<file path="config.mk">
export PLATFORM = sky130hd
export DESIGN_NAME = register_dump_unit
export DESIGN_NICKNAME = d
export VERILOG_FILES = /design/src/rtl/reg_dump_pkg.sv /design/src/rtl/register_dump_unit.sv
export SDC_FILE = /design/constraint.sdc
export NUM_CORES = 1
export LEC_CHECK = 0
export ABC_AREA = 1
export CAP_MARGIN = 20
export CORE_MARGIN = 2
export CORE_UTILIZATION = 45
export DETAILED_ROUTE_END_ITERATION = 10
export GPL_TIMING_DRIVEN = 0
export PLACE_DENSITY = 0.86
export SLEW_MARGIN = 15
export SYNTH_ARGS = -nofsm -noshare
export SYNTH_HDL_FRONTEND = slang
export SYNTH_SLANG_ARGS = --single-unit
</file>
<file path="constraint.sdc">
create_clock -name clock -period 4.3 [get_ports clock]
set_input_delay 0.86 -clock clock [delete_from_list [all_inputs] [get_ports clock]]
set_output_delay 0.86 -clock clock [all_outputs]
set_load 0.02 [all_outputs]
</file>
<file path="src/rtl/reg_dump_pkg.sv">
// reg_dump_pkg: shared constants and state encoding for the register dump path.
package reg_dump_pkg;
  localparam int REG_COUNT = 32;
  localparam int DEF_DATA_WIDTH = 64;
  localparam int DEF_ADDR_WIDTH = 5;
  typedef enum logic [1:0] {IDLE, READ, SEND, DONE} dumpState;
endpackage

</file>
<file path="src/rtl/register_dump_unit.sv">
// register_dump_unit: streams {address, data} for a register range over valid/ready.
// Optional XOR checksum of accepted beats with REG_DUMP_CHECKSUM_EN.
module register_dump_unit
  import reg_dump_pkg::*;
#(
  parameter int DATA_WIDTH = DEF_DATA_WIDTH,
  parameter int ADDR_WIDTH = DEF_ADDR_WIDTH
) (
  input  logic                  clock,
  input  logic                  reset,
  input  logic                  start,
  input  logic [ADDR_WIDTH-1:0] first_reg,
  input  logic [ADDR_WIDTH-1:0] last_reg,
  output logic [ADDR_WIDTH-1:0] rf_read_address,
  input  logic [DATA_WIDTH-1:0] rf_read_data,
  output logic                  out_valid,
  input  logic                  out_ready,
  output logic [ADDR_WIDTH-1:0] out_address,
  output logic [DATA_WIDTH-1:0] out_data,
  output logic                  busy,
  output logic                  done
`ifdef REG_DUMP_CHECKSUM_EN
  ,
  output logic [DATA_WIDTH-1:0] checksum
`endif
);
  dumpState state, nextState;
  logic [ADDR_WIDTH-1:0] ptr, last;
  logic handshake, accept;
  assign handshake = state == SEND && out_ready;
  assign accept = state == IDLE && start;
  assign rf_read_address = ptr;
  assign out_valid = state == SEND;
  assign busy = state != IDLE;
  assign done = state == DONE;
  always_comb
    nextState = state == IDLE ? (start ? (first_reg <= last_reg ? READ : DONE) : IDLE)
              : state == READ ? SEND
              : state == SEND ? (out_ready ? (ptr == last ? DONE : READ) : SEND)
              : IDLE;
  // the output holding register is loaded only in READ, so the beat is a snapshot
  always_ff @(posedge clock or posedge reset)
    if (reset) begin
      state <= IDLE;
      ptr <= '0;
      last <= '0;
      out_address <= '0;
      out_data <= '0;
    end else begin
      state <= nextState;
      if (accept) begin
        ptr <= first_reg;
        last <= last_reg;
      end
      if (state == READ) begin
        out_address <= ptr;
        out_data <= rf_read_data;
      end
      if (handshake && ptr != last) ptr <= ptr + 1'b1;
    end
`ifdef REG_DUMP_CHECKSUM_EN
  always_ff @(posedge clock or posedge reset)
    if (reset) checksum <= '0;
    else if (accept) checksum <= '0;
    else if (handshake) checksum <= checksum ^ out_data;
`endif
endmodule

</file>
# After elaboration in Yosys (flattened, before gate mapping)
# Index checks and enable logic that the tools add are counted.
[word_totals] ff_bits=81 in_bits=78 out_inout_bits=77 elab_cells=27
[classes] n_addsub=1 order_cmp=1 eq_ne=5 n_mux=9 reduce_logical=6
[op_table] cell="two-way mux 2 bit" n=7
[op_table] cell="two-way mux 5 bit" n=2
[op_table] cell="adder 5 x 1 -> 5 bit (second input constant)" n=1
[op_table] cell="equality test 5 bit" n=1
[op_table] cell="<= comparator 5 bit" n=1
[op_table] cell="!= test 5 bit" n=1
[op_table] cell="equality test 2 bit (second input constant)" n=2
[op_table] cell="nonzero test 2 bit" n=2
[op_table] cell="logical AND 1 bit" n=3
[op_table] cell="equality test 2 x 1 -> 1 bit (second input constant)" n=1
[op_table] cell="logical NOT 2 bit" n=1

# Logic depth before layout (Yosys ltp)
# Gate-level depths: netlist of run 1.
[depth] depth_word=6 depth_mapped=9 ltp_nobuf=9

# Least setup slack after synthesis of run 1
# Ideal clock, no wire load.
[synth_path] path_type="input to register" start="input port last_reg[4]" end="register state[1]" setup_ns=0.068 arrival_ns=1.603 required_ns=4.232 path_slack_ns=2.628 stages=8 path_buffers=0 path_cell_list="inv_1 ha_1 nand2_1 nor2_1 nand2_1 o211ai_1 nand2_1 nand3_1"
[synth_between] elab_chain_cells=4
[synth_lines] item="start, declared" line="register_dump_unit.sv:13" rtl="input logic [ADDR_WIDTH-1:0] last_reg,"
[synth_lines] item="<= comparator 5 bit" line="register_dump_unit.sv:37" rtl="nextState = state == IDLE ? (start ? (first_reg <= last_reg ? READ : DONE) : IDLE)"
[synth_lines] item="two-way mux 2 bit (3 in a row)" line="register_dump_unit.sv:37"
[synth_lines] item="net nextState[1]" line="register_dump_unit.sv:27" rtl="dumpState state, nextState;"
[synth_lines] item="end signal, assigned" line="register_dump_unit.sv:50" rtl="state <= nextState;"
[synth_lines] item="end, declared" line="register_dump_unit.sv:27"
# The timed path passes the listed nets, and every way through them passes these cells.
# A chain may end at the register's enable or synchronous reset.

# Worst setup path after layout of run 1
[layout_path] start="register state[1]" end="output port out_valid"
[layout_between] elab_chain_cells=1
[layout_lines] item="equality test 2 bit" line="register_dump_unit.sv:33" rtl="assign out_valid = state == SEND;"
[layout_lines] item="end, declared" line="register_dump_unit.sv:16" rtl="output logic out_valid,"
# Every way passes these cells.

==> results of run 1 <==
per-stage QoR:
stage / area (um2) / hold WS, ns / std cells / utilization, %
5_1_grt: 5290 / 0.496 / 678 / 72.5
2_1_floorplan: 3410 / 0.473 / 408 / -
3_3_place_gp: 5080 / 0.452 / 661 / 69.6
4_1_cts: 5290 / 0.477 / 678 / 72.5
3_5_place_dp: 5100 / 0.457 / 662 / 69.9
6_report: 5290 / 0.471 / 678 / 72.5
final cells by class:
cell class,instances,share of cell area [%]
plain buffers,16,1.73
clock buffers,12,2.56
clock inverters,4,1.02
inverters,23,1.68
multi-input cells,288,22.8
flip-flops and latches,81,38.3
well taps,99,2.34
repair buffers,155,29.5
worst paths after layout:
| check | cells past startpoint | slack [ns] | end | start |
|---|---|---|---|---|
| hold / removal | 2 | 0.47 | out_data[40] | out_data[40] |
| hold reg to reg | 2 | 0.47 | out_data[40] | out_data[40] |
| max in group asynchronous | 3 | 2.81 | out_data[44] | reset |
| setup reg to reg | 9 | 2.87 | rf_read_address[3] | rf_read_address[0] |
| min in group asynchronous | 2 | 0.90 | out_data[18] | reset |
| setup / recovery | 3 | 1.88 | out_valid | state[1] |
per-layer routing:
metal	routed length [um]	vias to the layer above
met5	0	-
met4	103	0
met2	4290	107
met1	3730	1460
li1	-	1564
met3	610	12
cell families after synthesis:
| kind of cell | Yosys count | synth area share [%] |
|---|---|---|
| adders and majority gates | 6 | 2.20 |
| and+or+nand+nor | 263 | 29.9 |
| xor gates and xnor gates | 4 | 1.03 |
| AOI/OAI and AO/OA | 15 | 2.27 |
| buffers and inverters | 39 | 5.21 |
| DFF | 81 | 59.4 |
worst register-to-register path: cells and delay by family (launching register included):
family | cells | cell delay, ns
simple gates | 8 | 0.76
flops | 1 | 0.48
buf+inv | 1 | 0.09
power by group:
| part | switching [mW] | internal, mW |
|---|---|---|
| registers | 0.234 | 1.14 |
| clock network | 0.262 | 0.270 |
| logic | 1.21 | 0.970 |
cell usage in the layout, fill, tap and decap left out:
cell type / count
inv_1: 22
clkdlybuf4s50_1: 154
clkbuf_8: 9
inv_4: 1
a21oi_1: 3
buf_2: 10
nand3_2: 1
o21ai_0: 11
nand2_4: 1
nand2_1: 244
dfrtp_1: 81
ha_1: 6
nand3_1: 11
buf_4: 5
clkbuf_1: 4
clkinv_4: 1
xnor2_1: 2
clkinvlp_4: 2
bufinv_16: 1
nor2_1: 4
o211ai_1: 1
buf_12: 1
xor2_1: 2
nor2_2: 2
==> impl_metrics.yaml, run 1 <==
global_routing:
  grt_util_met2_pct: 37.9
  antenna_found_initial: 0
  grtUsageMet3_pct: 4.65
  grt_pass1_wl_um: 14500
  grt_max_degree: 43
  grt_use_total_pct: 21.7
  first_global_vias: 3135
  gr-total-overflow: 0
  top_usage_layer: "met2"
  met1_usage_pct: 26.4
finish:
  nets: 658
  fillers: 582
  drive_above_1_share_pct: 5.87
  area.sequential_mm2: 0.00203
  regMostFlops: "out_data"
  antennaDiodeCount: 0
  largest_reg_flops: 64
  area.growth.synth_to_final_pct: 55.0
  multi_input_area_mm2: 0.00121
floorplanning:
  fp.coreArea_mm2: 0.00729
  die_w_um: 91.1
  io_pins: 155
  fp.dieH_um: 91.1
  die-area_mm2: 0.00829
  std_cell_rows: 31
  start_util_pct: 46.8
synth:
  synth_top_cell_by_area: "dfrtp_1"
  synth_common_cells: "nand2_1 (244), dfrtp_1 (81), inv_1 (23)"
  synthFlopType: "dfrtp_1"
  synth.avg_cell_area_um2: 8.36
  seq_area_frac_synth_pct: 59.4
  synthArstFlopShare_pct: 100
  netlist_instances: 408
  syn_area_mm2: 0.00341
  yosysMostFrequentCell: "nand2_1"
  syn_nets: 492
  yosysWarnings: 0
  ys_ff_latch: 81
  synth_top_area_share_pct: 59.4
  synth_area_leaders: "dfrtp_1 (59%), nand2_1 (27%), inv_1 (2.5%)"
  synth_edf_count: 0
  synth_cell_types: 17
cts:
  cts_buffers: 9
  clk_latency_ns: 0.34
  cts_tree: "yes"
  path_clk_slew_ns: 0.08
  hold_buffers: 0
  cts.sinks: 81
  cts_buffer_depth: 2
  cts_resized: 0
  post_cts_buffers: 0
  cts_htree_levels: 3
  cts_root_buf: "clkbuf_8"
place:
  hpwl_um: 6710
  place_congestion: 0.851
  pre_cts_ws_ns: 2.05
  portBuffers: 154
critical_path:
  crit_buf_inv: 2
  cp_top_family: "buffers and inverters"
  crit_type: "reg2out"
  cp-end-kind: "output pin"
  crit_chain: "inv_1 -> nor2_2 -> clkdlybuf4s50_1"
  start_kind: "register"
  critical_path.slowest_cell: "clkdlybuf4s50_1"
  crit_required_ns: 3.44
  critPathMaxStageDelay_ns: 0.62
  crit_arrival_ns: 1.56
  crit_fanout: 4
routing:
  drtIter0Drc: 70
  viasPerCell: 4.64
  drc: 0
  routed_wl_um: 8730
  first_pass_iters: 4
  routedWlPerCell_um: 12.9
  num_vias: 3143
  drtAntennaViolNets: 0
timing:
  period_minus_slack_ns: 2.42
  fin_ws_ns: 1.88
  rsz0062_at_grt: "no"
  slew_headroom_pct: 64.7
  finalCritPeriodShare_pct: 56.3
  hold_viol: 0
  drv_slew: 0
  setup_viol: 0
  clock-skew-final_ns: 0.0104
  setup_tns_ns: 0
  worst_slew_pin_slew_ns: 0.530
  max_freq_mhz: 413
power:
  leakage_nw: 2.66
  vdd_drop_max_mv: 0.382
  pwr_density_cell_mw_per_mm2: 773
  power_mw: 4.09
job:
  cap_violations: 0
outcome:
  outcome: "finished, final reports clean"
hold_path:
  min_path_type: "reg2reg"
(Power assumes the default switching activity.)
==> run 2: changes to the inputs <==
--- a/config.mk
+++ b/config.mk
@@ -8,10 +8,10 @@
 export ABC_AREA = 1
 export CAP_MARGIN = 20
 export CORE_MARGIN = 2
-export CORE_UTILIZATION = 45
+export CORE_UTILIZATION = 37
 export DETAILED_ROUTE_END_ITERATION = 10
 export GPL_TIMING_DRIVEN = 0
-export PLACE_DENSITY = 0.86
+export PLACE_DENSITY = 0.76
 export SLEW_MARGIN = 15
 export SYNTH_ARGS = -nofsm -noshare
 export SYNTH_HDL_FRONTEND = slang
==> constraint.sdc (replaced) <==
create_clock -name clock -period 2.2 [get_ports clock]
set_input_delay 0.44 -clock clock [delete_from_list [all_inputs] [get_ports clock]]
set_output_delay 0.44 -clock clock [all_outputs]
set_load 0.02 [all_outputs]
==> impl_metrics.yaml, run 2 (synthesis results as in run 1) <==
timing:
  slew_headroom_pct: 66.0
  drv_slew: 0
  worst_slew_pin_slew_ns: 0.510
  setup_viol: 0
  finalCritPeriodShare_pct: 90.4
  max_freq_mhz: 503
  setup_tns_ns: 0
  period_minus_slack_ns: 1.99
  rsz0062_at_grt: "no"
  timing.hold.ws_ns: 0.388
  clock-skew-final_ns: 0.00791
  hold_viol: 0
critical_path:
  start_kind: "register"
  crit_type: "reg2out"
  worst_r2r_startpoint: "rf_read_address[0]"
  crit_required_ns: 1.76
  r2r_end: "rf_read_address[1]"
  r2r_setup_slack_ns: 0.78
  cp-end-kind: "output pin"
  crit_arrival_ns: 1.55
  reg2reg_depth: 9
  crit_fanout: 4
place:
  hpwl_um: 6630
  place_congestion: 0.806
  dp_cells: 675
  portBuffers: 154
  place_area_mm2: 0.00514
power:
  p_sw_mw: 3.36
  p_seq_share_pct: 32.9
  vdd_drop_max_mv: 0.604
  pwr_density_cell_mw_per_mm2: 1520
  leakage_nw: 2.69
  clkPwrFrac_pct: 15.0
  comb_power_share_pct: 52.1
  internal_power_mw: 4.80
  sw_frac_of_total_pct: 41.2
global_routing:
  gr-total-overflow: 0
  grt_use_total_pct: 18.1
  grt_pass1_wl_um: 14200
  grt_max_degree: 38
  first_global_vias: 3090
  antenna_found_initial: 0
finish:
  design_area_mm2: 0.00536
  largest_reg_flops: 64
  area.growth.synth_to_final_pct: 57.2
  antennaDiodeCount: 0
  regMostFlops: "out_data"
  drive_above_1_share_pct: 6.55
  multi_input_area_mm2: 0.00121
  area.sequential_mm2: 0.00203
  instances_no_fill: 691
  final_common_cell: "nand2_1"
  nets: 659
  final_cell_mix: "nand2_1 (244), clkdlybuf4s50_1 (154), dfrtp_1 (81), inv_1 (22)"
  fillers: 814
cts:
  cts_buffer_depth: 2
  cts_buffers: 9
  cts_resized: 0
  post_cts_buffers: 0
  path_clk_slew_ns: 0.08
  cts_tree: "yes"
  cts_htree_levels: 3
  clk_latency_ns: 0.35
  cts.sinks: 81
  hold_buffers: 0
  cts_root_buf: "clkbuf_8"
floorplanning:
  die_w_um: 100
  die-area_mm2: 0.0100
  fp.coreArea_mm2: 0.00911
  fp.dieH_um: 100
  start_util_pct: 37.5
  io_pins: 155
  std_cell_rows: 35
routing:
  viasPerCell: 4.60
  routed_wl_um: 8760
  drtIter0Drc: 94
  first_pass_iters: 4
  drtAntennaViolNets: 0
  drc: 0
  num_vias: 3177
  routedWlPerCell_um: 12.7
job:
  cap_violations: 0
outcome:
  outcome: "finished, final reports clean"
hold_path:
  min_path_type: "in2async"
## run 2: critical path, cell delays in order (launching register included)
cell and delay, ns:
dfrtp_1 0.40, inv_1 0.06, nor2_2 0.12, clkdlybuf4s50_1 0.63
## run 2: how the worst max path moves through the flow
stage / start / end / depth (start not counted)
after floorplan: reset / last[0] / 1
after global placement: reset / out_data[8] / 2
after detailed placement: last_reg[4] / state[1] / 9
after CTS: state[1] / out_valid / 3
after global routing: state[1] / out_valid / 3
final: state[1] / out_valid / 3
## run 2: power by group through the flow
stage / clock network, mW / logic, mW / registers, mW
after floorplan: 0 / 1.51 / 3.48
after global placement: 0 / 4.19 / 2.70
after detailed placement: 0 / 4.29 / 2.72
after CTS: 1.26 / 4.31 / 2.70
after global routing: 1.32 / 4.67 / 2.79
final: 1.23 / 4.25 / 2.69
## run 2: routing by layer
layer | share of wire [%] | global-route usage (%) | vias to the layer above
met1 | 41 | 22.0 | 1477
met5 | 0 | 0 | -
met4 | 2.1 | 6.32 | 0
met2 | 50 | 31.4 | 118
met3 | 6.7 | 4.60 | 16
li1 | - | - | 1566
## run 2: metrics by stage
| stage | power [mW] | worst slack, ns | util, % |
|---|---|---|---|
| 3_3_place_gp | 6.89 | -0.0597 | 55.9 |
| 5_1_grt | 8.79 | 0.123 | 58.9 |
| 6_report | 8.16 | 0.212 | 58.9 |
| 4_1_cts | 8.27 | 0.185 | 58.9 |
| 2_1_floorplan | 4.99 | 0.836 | - |
| 3_5_place_dp | 7.01 | 0.336 | 56.4 |
## run 2: layout make-up
| type | instances | area share [%] |
|---|---|---|
| Buffer | 16 | 1.70 |
| Clock buffer | 10 | 2.57 |
| Clock inverter | 6 | 1.68 |
| Inverter | 23 | 1.68 |
| Multi-Input combinational cell | 288 | 22.5 |
| Sequential cell | 81 | 37.8 |
| Tap cell | 111 | 2.59 |
| Timing Repair Buffer | 156 | 29.5 |
